## src/rtl/shreg_pkg.sv

```systemverilog
// Shared types for the universal shift register.
//   op_e        : 3-bit shift/rotate operation code (values 5-7 reserved)
//   state_e     : control FSM state, also exported on the debug state signal
//   is_valid_op : true for the five implemented operation codes
package shreg_pkg;

  typedef enum logic [2:0] {
    SHL = 3'd0,
    SHR = 3'd1,
    ROL = 3'd2,
    ROR = 3'd3,
    ASR = 3'd4
  } op_e;

  typedef enum logic [1:0] {
    IDLE  = 2'd0,
    SHIFT = 2'd1,
    DONE  = 2'd2
  } state_e;

  function automatic logic is_valid_op(input logic [2:0] m);
    return (m <= 3'd4);
  endfunction

endpackage

```

## src/rtl/univ_shift_reg_if.sv

```systemverilog
// Controller-facing bus of the universal shift register.
// Optional macro: SHREG_PARITY_EN adds the par signal (^q).
//   master : controller side (drives clr/ld/d/start/mode/amt/sh_in)
//   slave  : register side   (drives q/sh_out/busy/done/state[/par])
// Handshake: a request (ld or start) is taken on any rising clock edge
// where busy is low; while busy is high requests are ignored. done
// pulses for exactly one cycle after the final shift edge. clr is taken
// on any edge and aborts without a done pulse.
interface univ_shift_reg_if #(parameter int WIDTH = 8);
  import shreg_pkg::*;

  localparam int CNT_W = $clog2(WIDTH) + 1;

  logic             clr;
  logic             ld;
  logic [WIDTH-1:0] d;
  logic             start;
  logic [2:0]       mode;
  logic [CNT_W-1:0] amt;
  logic             sh_in;
  logic [WIDTH-1:0] q;
  logic             sh_out;
  logic             busy;
  logic             done;
  state_e           state;   // debug view of the control FSM
`ifdef SHREG_PARITY_EN
  logic             par;

  modport master (
    output clr, ld, d, start, mode, amt, sh_in,
    input  q, sh_out, busy, done, state, par
  );
  modport slave (
    input  clr, ld, d, start, mode, amt, sh_in,
    output q, sh_out, busy, done, state, par
  );
`else
  modport master (
    output clr, ld, d, start, mode, amt, sh_in,
    input  q, sh_out, busy, done, state
  );
  modport slave (
    input  clr, ld, d, start, mode, amt, sh_in,
    output q, sh_out, busy, done, state
  );
`endif

endinterface

```

## src/rtl/shreg_step.sv

```systemverilog
// Combinational one-position shifter/rotator.
//   q       : current register value
//   op      : operation to apply
//   sh_in   : serial fill bit (SHL/SHR only)
//   q_next  : value after one step
//   bit_out : bit shifted or rotated out by this step
module shreg_step
  import shreg_pkg::*;
#(
  parameter int WIDTH = 8
) (
  input  logic [WIDTH-1:0] q,
  input  op_e              op,
  input  logic             sh_in,
  output logic [WIDTH-1:0] q_next,
  output logic             bit_out
);

  localparam int M = WIDTH - 1;

  always_comb begin
    q_next  = q;
    bit_out = 1'b0;
    case (op)
      SHL: begin q_next = {q[M-1:0], sh_in}; bit_out = q[M]; end
      SHR: begin q_next = {sh_in, q[M:1]};   bit_out = q[0]; end
      ROL: begin q_next = {q[M-1:0], q[M]};  bit_out = q[M]; end
      ROR: begin q_next = {q[0], q[M:1]};    bit_out = q[0]; end
      ASR: begin q_next = {q[M], q[M:1]};    bit_out = q[0]; end
      default: begin q_next = q; bit_out = 1'b0; end
    endcase
  end

endmodule

```

## src/rtl/univ_shift_reg.sv

```systemverilog
// Universal shift register: parallel load, synchronous clear and
// multi-position shift/rotate (one position per clock) with a
// start/busy/done handshake.
// Optional macro: SHREG_PARITY_EN adds bus.par = ^q.
//   ck  : clock, rising edge
//   rst : asynchronous reset, active high
//   bus : univ_shift_reg_if slave modport (see interface header)
module univ_shift_reg
  import shreg_pkg::*;
#(
  parameter int WIDTH = 8
) (
  input logic             ck,
  input logic             rst,
  univ_shift_reg_if.slave bus
);

  localparam int CNT_W = $clog2(WIDTH) + 1;

  state_e           state_r;
  op_e              op_r;
  logic [CNT_W-1:0] cnt_r;
  logic [WIDTH-1:0] q_r;
  logic             sh_out_r;
  logic             busy_r;
  logic             done_r;

  logic [CNT_W-1:0] neff;
  op_e              op_sel;
  logic [WIDTH-1:0] step_q;
  logic             step_bit;

  // Requests longer than the register are clamped; rotate by WIDTH is
  // identity and SHL/SHR by WIDTH fills entirely with sh_in.
  assign neff = (bus.amt > CNT_W'(WIDTH)) ? CNT_W'(WIDTH) : bus.amt;

  // The single step unit serves both the start edge (mode from the bus)
  // and the following edges (latched mode).
  assign op_sel = (state_r == SHIFT) ? op_r : op_e'(bus.mode);

  shreg_step #(.WIDTH(WIDTH)) u_step (
    .q       (q_r),
    .op      (op_sel),
    .sh_in   (bus.sh_in),
    .q_next  (step_q),
    .bit_out (step_bit)
  );

  always_ff @(posedge ck or posedge rst) begin
    if (rst) begin
      state_r  <= IDLE;
      op_r     <= SHL;
      cnt_r    <= '0;
      q_r      <= '0;
      sh_out_r <= 1'b0;
      busy_r   <= 1'b0;
      done_r   <= 1'b0;
    end else if (bus.clr) begin
      state_r  <= IDLE;
      cnt_r    <= '0;
      q_r      <= '0;
      sh_out_r <= 1'b0;
      busy_r   <= 1'b0;
      done_r   <= 1'b0;
    end else begin
      case (state_r)
        IDLE, DONE: begin
          // DONE lasts one cycle but accepts requests exactly like IDLE.
          state_r <= IDLE;
          busy_r  <= 1'b0;
          done_r  <= 1'b0;
          if (bus.ld) begin
            q_r <= bus.d;
          end else if (bus.start && is_valid_op(bus.mode)) begin
            op_r <= op_e'(bus.mode);
            if (neff == '0) begin
              cnt_r   <= '0;
              state_r <= DONE;
              done_r  <= 1'b1;
            end else begin
              q_r      <= step_q;
              sh_out_r <= step_bit;
              cnt_r    <= neff - CNT_W'(1);
              if (neff == CNT_W'(1)) begin
                state_r <= DONE;
                done_r  <= 1'b1;
              end else begin
                state_r <= SHIFT;
                busy_r  <= 1'b1;
              end
            end
          end
        end
        SHIFT: begin
          q_r      <= step_q;
          sh_out_r <= step_bit;
          cnt_r    <= cnt_r - CNT_W'(1);
          if (cnt_r == CNT_W'(1)) begin
            state_r <= DONE;
            busy_r  <= 1'b0;
            done_r  <= 1'b1;
          end
        end
        default: begin
          state_r <= IDLE;
          busy_r  <= 1'b0;
          done_r  <= 1'b0;
        end
      endcase
    end
  end

  assign bus.q      = q_r;
  assign bus.sh_out = sh_out_r;
  assign bus.busy   = busy_r;
  assign bus.done   = done_r;
  assign bus.state  = state_r;
`ifdef SHREG_PARITY_EN
  assign bus.par    = ^q_r;
`endif

endmodule

```

## src/flat_wrapper.sv

```systemverilog
// flat-port wrapper written by rule: the top's interface ports become plain ports
module univ_shift_reg_flat import shreg_pkg::*;
#(
  parameter int WIDTH = 8
)
  (ck, rst, bus_clr, bus_ld, bus_d, bus_start, bus_mode, bus_amt, bus_sh_in, bus_q, bus_sh_out, bus_busy, bus_done, bus_state);
  univ_shift_reg_if #(.WIDTH(WIDTH)) bus_i ();
  input logic ck;
  input logic rst;
  input wire logic [$bits(bus_i.clr)-1:0] bus_clr;
  input wire logic [$bits(bus_i.ld)-1:0] bus_ld;
  input wire logic [$bits(bus_i.d)-1:0] bus_d;
  input wire logic [$bits(bus_i.start)-1:0] bus_start;
  input wire logic [$bits(bus_i.mode)-1:0] bus_mode;
  input wire logic [$bits(bus_i.amt)-1:0] bus_amt;
  input wire logic [$bits(bus_i.sh_in)-1:0] bus_sh_in;
  output wire logic [$bits(bus_i.q)-1:0] bus_q;
  output wire logic [$bits(bus_i.sh_out)-1:0] bus_sh_out;
  output wire logic [$bits(bus_i.busy)-1:0] bus_busy;
  output wire logic [$bits(bus_i.done)-1:0] bus_done;
  output wire logic [$bits(bus_i.state)-1:0] bus_state;
  assign bus_i.clr = bus_clr;
  assign bus_i.ld = bus_ld;
  assign bus_i.d = bus_d;
  assign bus_i.start = bus_start;
  assign bus_i.mode = bus_mode;
  assign bus_i.amt = bus_amt;
  assign bus_i.sh_in = bus_sh_in;
  assign bus_q = bus_i.q;
  assign bus_sh_out = bus_i.sh_out;
  assign bus_busy = bus_i.busy;
  assign bus_done = bus_i.done;
  assign bus_state = bus_i.state;
  univ_shift_reg #(.WIDTH(WIDTH)) u_core (.ck(ck), .rst(rst), .bus(bus_i));
endmodule
```

## config.mk

```make
export PLATFORM = sky130hd
export DESIGN_NAME = univ_shift_reg_flat
export DESIGN_NICKNAME = d
export VERILOG_FILES = /design/src/rtl/shreg_pkg.sv /design/src/rtl/univ_shift_reg_if.sv /design/src/rtl/shreg_step.sv /design/src/rtl/univ_shift_reg.sv /design/src/flat_wrapper.sv
export SDC_FILE = /design/constraint.sdc
export NUM_CORES = 1
export LEC_CHECK = 0
export CORE_ASPECT_RATIO = 0.6
export CORE_MARGIN = 2
export CORE_UTILIZATION = 31
export CTS_CLUSTER_DIAMETER = 80
export DETAILED_ROUTE_END_ITERATION = 6
export PLACE_DENSITY = 0.57
export RECOVER_POWER = 100
export SLEW_MARGIN = 20
export SYNTH_ARGS = -nofsm -noshare
export SYNTH_HDL_FRONTEND = slang
export SYNTH_SLANG_ARGS = --single-unit
```

## constraint.sdc

```tcl
create_clock -name ck -period 2.5 [get_ports ck]
set_input_delay 0.5 -clock ck [delete_from_list [all_inputs] [get_ports ck]]
set_output_delay 0.5 -clock ck [all_outputs]
set_load 0.01 [all_outputs]
```

# --- Word-level counts from Yosys, hierarchy flattened ---
# Index checks and enable logic that the tools add are counted.
op_classes:
  n_lt_le_gt_ge: 2
  mux: 40
  n_reduce_logical: 12
  eq_ne: 14
  addsub: 2
  n_bitwise: 2
ops:
  columns: ["op", "count"]
  rows:
  - ["case mux 8 bit (5 select lines)", 1]
  - ["two-way mux 8 bit", 4]
  - ["two-way mux 4 bit", 5]
  - ["two-way mux 1 bit", 16]
  - ["case mux 8 bit (2 select lines)", 1]
  - ["two-way mux 2 bit", 6]
  - ["!= test 3 bit (second input constant)", 3]
  - ["equality test 4 x 1 -> 1 bit (second input constant)", 2]
  - ["case mux 1 bit (2 select lines)", 4]
  - ["case mux 4 bit (2 select lines)", 1]
  - ["AND reduction 4 bit", 2]
  - ["subtractor 4 x 1 -> 4 bit (second input constant)", 2]
  - ["equality test 3 x 2 -> 1 bit (second input constant)", 2]
  - ["AND reduction 3 bit", 2]
  - ["greater-than comparator 4 bit (second input constant)", 1]
  - ["logical NOT 4 bit", 1]
  - ["!= test 4 x 3 -> 1 bit (second input constant)", 1]
  - ["!= test 4 bit (second input constant)", 1]
  - ["case mux 2 bit (2 select lines)", 1]
  - ["OR reduction 2 bit", 2]
  - ["equality test 3 x 1 -> 1 bit (second input constant)", 1]
  - ["equality test 3 bit (second input constant)", 1]
  - ["less-or-equal comparator 3 bit (second input constant)", 1]
  - ["logical NOT 3 bit", 1]
  - ["other kinds (9)", 10]
word_totals:
  reg_bits: 20
  wordCells: 79

# --- Logic depth before layout (Yosys ltp) ---
logic_depth:
  word_depth: 10
  mapped_depth: 8
  depth_no_buf: 7

# --- Hierarchy ---
# Synthesis repeated with hierarchy kept, for this count alone.
hier_totals:
  hier_cells: 173
  hier_area_um2: 1493.9
modules_own_cells:
  columns: ["module", "cells_per_inst", "n_inst", "seq_area_each_um2", "area_per_inst_um2"]
  rows:
  - ["univ_shift_reg", 123, 1, 475.5, 1136.1]
  - ["shreg_step", 50, 1, 0.0, 357.8]

# --- Worst setup path after synthesis ---
# OpenSTA, ideal clock, no wires.
synth_timing:
  path_type: "input port to flip-flop"
  from: "input port bus_amt[3]"
  to: "register u_core.q_r[0], in the netlist u_core.bus.q[0]"
  setup_slack_ns: 0.434
  path_buffers: 1
  path_stages: 8
  arrival_time_ns: 1.997
  setup_ns: 0.069
  t_required_ns: 2.431
  cell_sequence: "nand2b_1 ha_1 or3b_1 a41oi_1 or2_1 buf_6 or3_1 nand3_1"
synth_between:
  elab_chain_len: 5
synth_rtl:
  columns: ["item", "line", "rtl"]
  rows:
  - ["from (decl)", "flat_wrapper.sv:15", "input wire logic [$bits(bus_i.amt)-1:0] bus_amt;"]
  - ["greater-than comparator 4 bit", "univ_shift_reg.sv:35", "assign neff = (bus.amt > CNT_W'(WIDTH)) ? CNT_W'(WIDTH) : bus.amt;"]
  - ["two-way mux 4 bit *", "univ_shift_reg.sv:35", null]
  - ["logical NOT 4 bit *", "univ_shift_reg.sv:76", "if (neff == '0) begin"]
  - ["!= test 4 bit (no line) *", null, null]
  - ["AND reduction 3 bit (no line) *", null, null]
  - ["to (signal assigned)", "univ_shift_reg.sv:73", "q_r <= bus.d;"]
  - ["to (signal assigned)", "univ_shift_reg.sv:81", "q_r <= step_q;"]
  - ["to (signal assigned)", "univ_shift_reg.sv:95", "q_r <= step_q;"]
  - ["to (decl)", "univ_shift_reg.sv:23", "logic [WIDTH-1:0] q_r;"]
# Mark *: on every way between the ends. The rest lies on a longest branch, timed or not.
# A chain may end at the register's enable or synchronous reset.

# --- Final worst setup path ---
layout_timing:
  from: "input port bus_amt[3]"
  to: "register u_core.q_r[1], in the netlist u_core.bus.q[1]"
# Same word-level chain as after synthesis.

==> summary.txt <==
Status: completed
Global-route wire length before repair: 6.85 mm
Gate Count Post-Synth: 152
Crit Reg-Reg Startpoint: u_core.bus.state[1]$_DFFE_PP0P_
FFs w/ async S/R, synth: 100%
Worst skew pair latency: 0.26 ns
CP Cell Sequence: clkdlybuf4s50_1, nand2b_1, ha_1, or3b_1, a41oi_1, or2_1, buf_4, o31ai_1
Leakage: 0.786 nW
Drt pass-1 iters: 5
Fin Setup TNS: 0 ns
Post-synth EDFFs: 0
Overall power: 0.932 mW
Reg-to-reg critical path endpoint: u_core.bus.q[0]$_DFFE_PP0P_
Final min period: 2.28 ns
Row count: 18
Number of antenna diodes: 0
R2R setup slack: 0.48 ns
Worst-path clk slew: 0.08 ns
Area leader, netlist: dfrtp_1
Antenna Nets Post-Route: 0
DIE AREA: 5110 sq um
Vias/cell: 5.28
CP max FO: 4
#FFs+latches synth: 19
Final hold slack: 0.479 ns
CTS H-tree depth: 1
Most frequent cells in the layout: dfrtp_1, clkdlybuf4s50_1, dlygate4sd3_1
Grt ovf: 0
Synth top area cells: dfrtp_1, ha_1, a211oi_1
Io pins: 34
Post-DP HPWL: 3.20 mm
Nets@finish: 220
Vias: 1,341
Layout cells sized above 1: 14.9%
Pin count of the biggest net entering global routing: 20
Port buffer count: 33
Worst path bufs/invs: 2
Worst setup SP type: input port
Area grow syn2layout: 34.1%
DRC violations left: 0
Fillcell total: 449
RSZ-0062 raised after global routing: false
Skew final: 0.00167 ns
Crit path launch: bus_amt[3]
Met1 global-route usage: 26.1%
Fmax: 0.438 GHz
Clock tree sinks: 19
Die height: 56.2 microns
Top FF cell, synth: dfrtp_1
Core area: 4230 sq um
Setup crit end kind: flip-flop
Vias in the first global route: 1,272
Max Slew Vio Count: 0
CTS tree: built
Setup Buffers After CTS: 0
Count of final setup violators: 0
Max cap viols: 0
GRT busiest layer: met1
Peak per-stage delay on the critical path: 0.49 ns
Slew HR: 46.7%
VDD IR max: 0.000211 V
First DRT Iteration DRCs: 95
PostCTS Resize Cnt: 0
TritonCTS Buffers: 3
Final hold vios: 0
Chip width: 91.0 microns
Gp weighted congestion: 0.915
Slowest CP cell: clkdlybuf4s50_1
WP data arrival: 2.42 ns
Commonest non-fill, non-tap cell in the layout: dfrtp_1
Initial antenna violation count: 0
Critical path type: input port to flip-flop
Synth top area share: 33.8%
Synthesized Nets: 177
Hold/Removal Path Class: flip-flop to flip-flop
Total GRT Usage: 16.9%
Post-synthesis sequential area ratio: 33.8%
Met2 global-route usage: 23.8%
CP Data Required Time: 2.64 ns
Register area: 475 sq um
Top delay family on crit path: simple AND/OR/NAND/NOR gates
Post-CTS Hold Buffers: 0
Cell depth of the worst flop-to-flop path: 5
Met3 Resource Use GR: 3.79%
Number of synthesis warnings: 0
Total wire length: 4.00 mm
Part of the cycle the worst path needs: 91.4%
Initial Util: 33.2%
Worst Tran Pin Value: 0.799 ns
Max Buffers Root-to-Sink: 2
Syn_area_per_cell: 9.26 sq um
Setup crit end: u_core.bus.q[1]$_DFFE_PP0P_
Root Buffer: clkbuf_8
Post-synth cell types: 49
Area of the multi-input gates: 860 sq um
Power per cell area: 493 nW/um^2
Levels on crit path: 8
WL/cell: 15.7 microns
Post-synthesis cell area: 1410 sq um
==> cell type report <==
type                            count  area share, %
Clock buffer                        3           2.19
Clock inverter                      1          0.265
Inverter                            6           1.19
Multi-Input combinational cell    121           45.5
Sequential cell                    19           25.2
Tap cell                           60           3.98
Timing Repair Buffer               44           21.7
==> metal layers <==
metal | part of all wire (%) | vias up
li1 | - | 669
met1 | 51 | 636
met2 | 42 | 32
met3 | 6.3 | 4
met4 | 0.63 | 0
met5 | 0 | -
==> worst min path at each step <==
stage / depth (start not counted) / slack, ns / to / startpoint
2_1_floorplan: 1 / 0.45 / u_core.bus.busy$_DFFE_PP0P_ / rst
3_3_place_gp: 1 / 0.47 / u_core.bus.busy$_DFFE_PP0P_ / u_core.bus.busy$_DFFE_PP0P_
3_5_place_dp: 1 / 0.47 / u_core.bus.busy$_DFFE_PP0P_ / u_core.bus.busy$_DFFE_PP0P_
4_1_cts: 1 / 0.49 / u_core.bus.busy$_DFFE_PP0P_ / u_core.bus.busy$_DFFE_PP0P_
5_1_grt: 1 / 0.52 / u_core.bus.busy$_DFFE_PP0P_ / u_core.bus.busy$_DFFE_PP0P_
6_report: 1 / 0.48 / u_core.bus.busy$_DFFE_PP0P_ / u_core.bus.busy$_DFFE_PP0P_
==> cells in the mapped netlist, types with 4 or more instances <==
cell type and instances:
ha_1 4, o21ai_1 4, nand2b_1 5, inv_1 6, nor2_1 12, a211oi_1 6, nand3_1 4, nand3b_1 4
nand2_1 7, o21ai_0 8, a22oi_1 5, nor3_1 5, dfrtp_1 19, a21oi_1 8
==> report_power, final <==
part | leakage, nW | internal, mW | switching [mW] | total [mW]
Clock | 0.0255 | 0.111 | 0.112 | 0.223
Sequential | 0.251 | 0.342 | 0.0523 | 0.395
Combinational | 0.510 | 0.160 | 0.154 | 0.314
==> through the flow <==
step           utilization (%)  instance area [sq um]  setup WS, ns  instances
2_1_floorplan                -                   1410         0.434        152
3_3_place_gp              43.6                   1850        0.0252        250
3_5_place_dp              43.6                   1850       -0.0637        250
4_1_cts                   44.7                   1890         0.212        254
5_1_grt                   44.6                   1890        0.0311        254
6_report                  44.6                   1890         0.215        254
==> cells by family (layout without fill, tap and decap cells) <==
logic type / after synthesis / after routing / synth area share (%)
buffers and inverters: 12 / 54 / 5.15
AO/OA/AOI/OAI: 55 / 55 / 27.9
AND/OR/NAND/NOR: 53 / 53 / 20.8
flip-flops: 19 / 19 / 33.8
adder cells (fa/ha/maj): 4 / 4 / 3.56
multiplexers: 9 / 9 / 8.80
==> flip-flops by register name, summed over array words and instances, names as in the netlist <==
register and flops:
u_core.bus.sh_out 1, u_core.bus.q 8, u_core.cnt_r 4, u_core.bus.state 2
u_core.op_r 3, u_core.bus.busy 1
(Power assumes the default switching activity.)
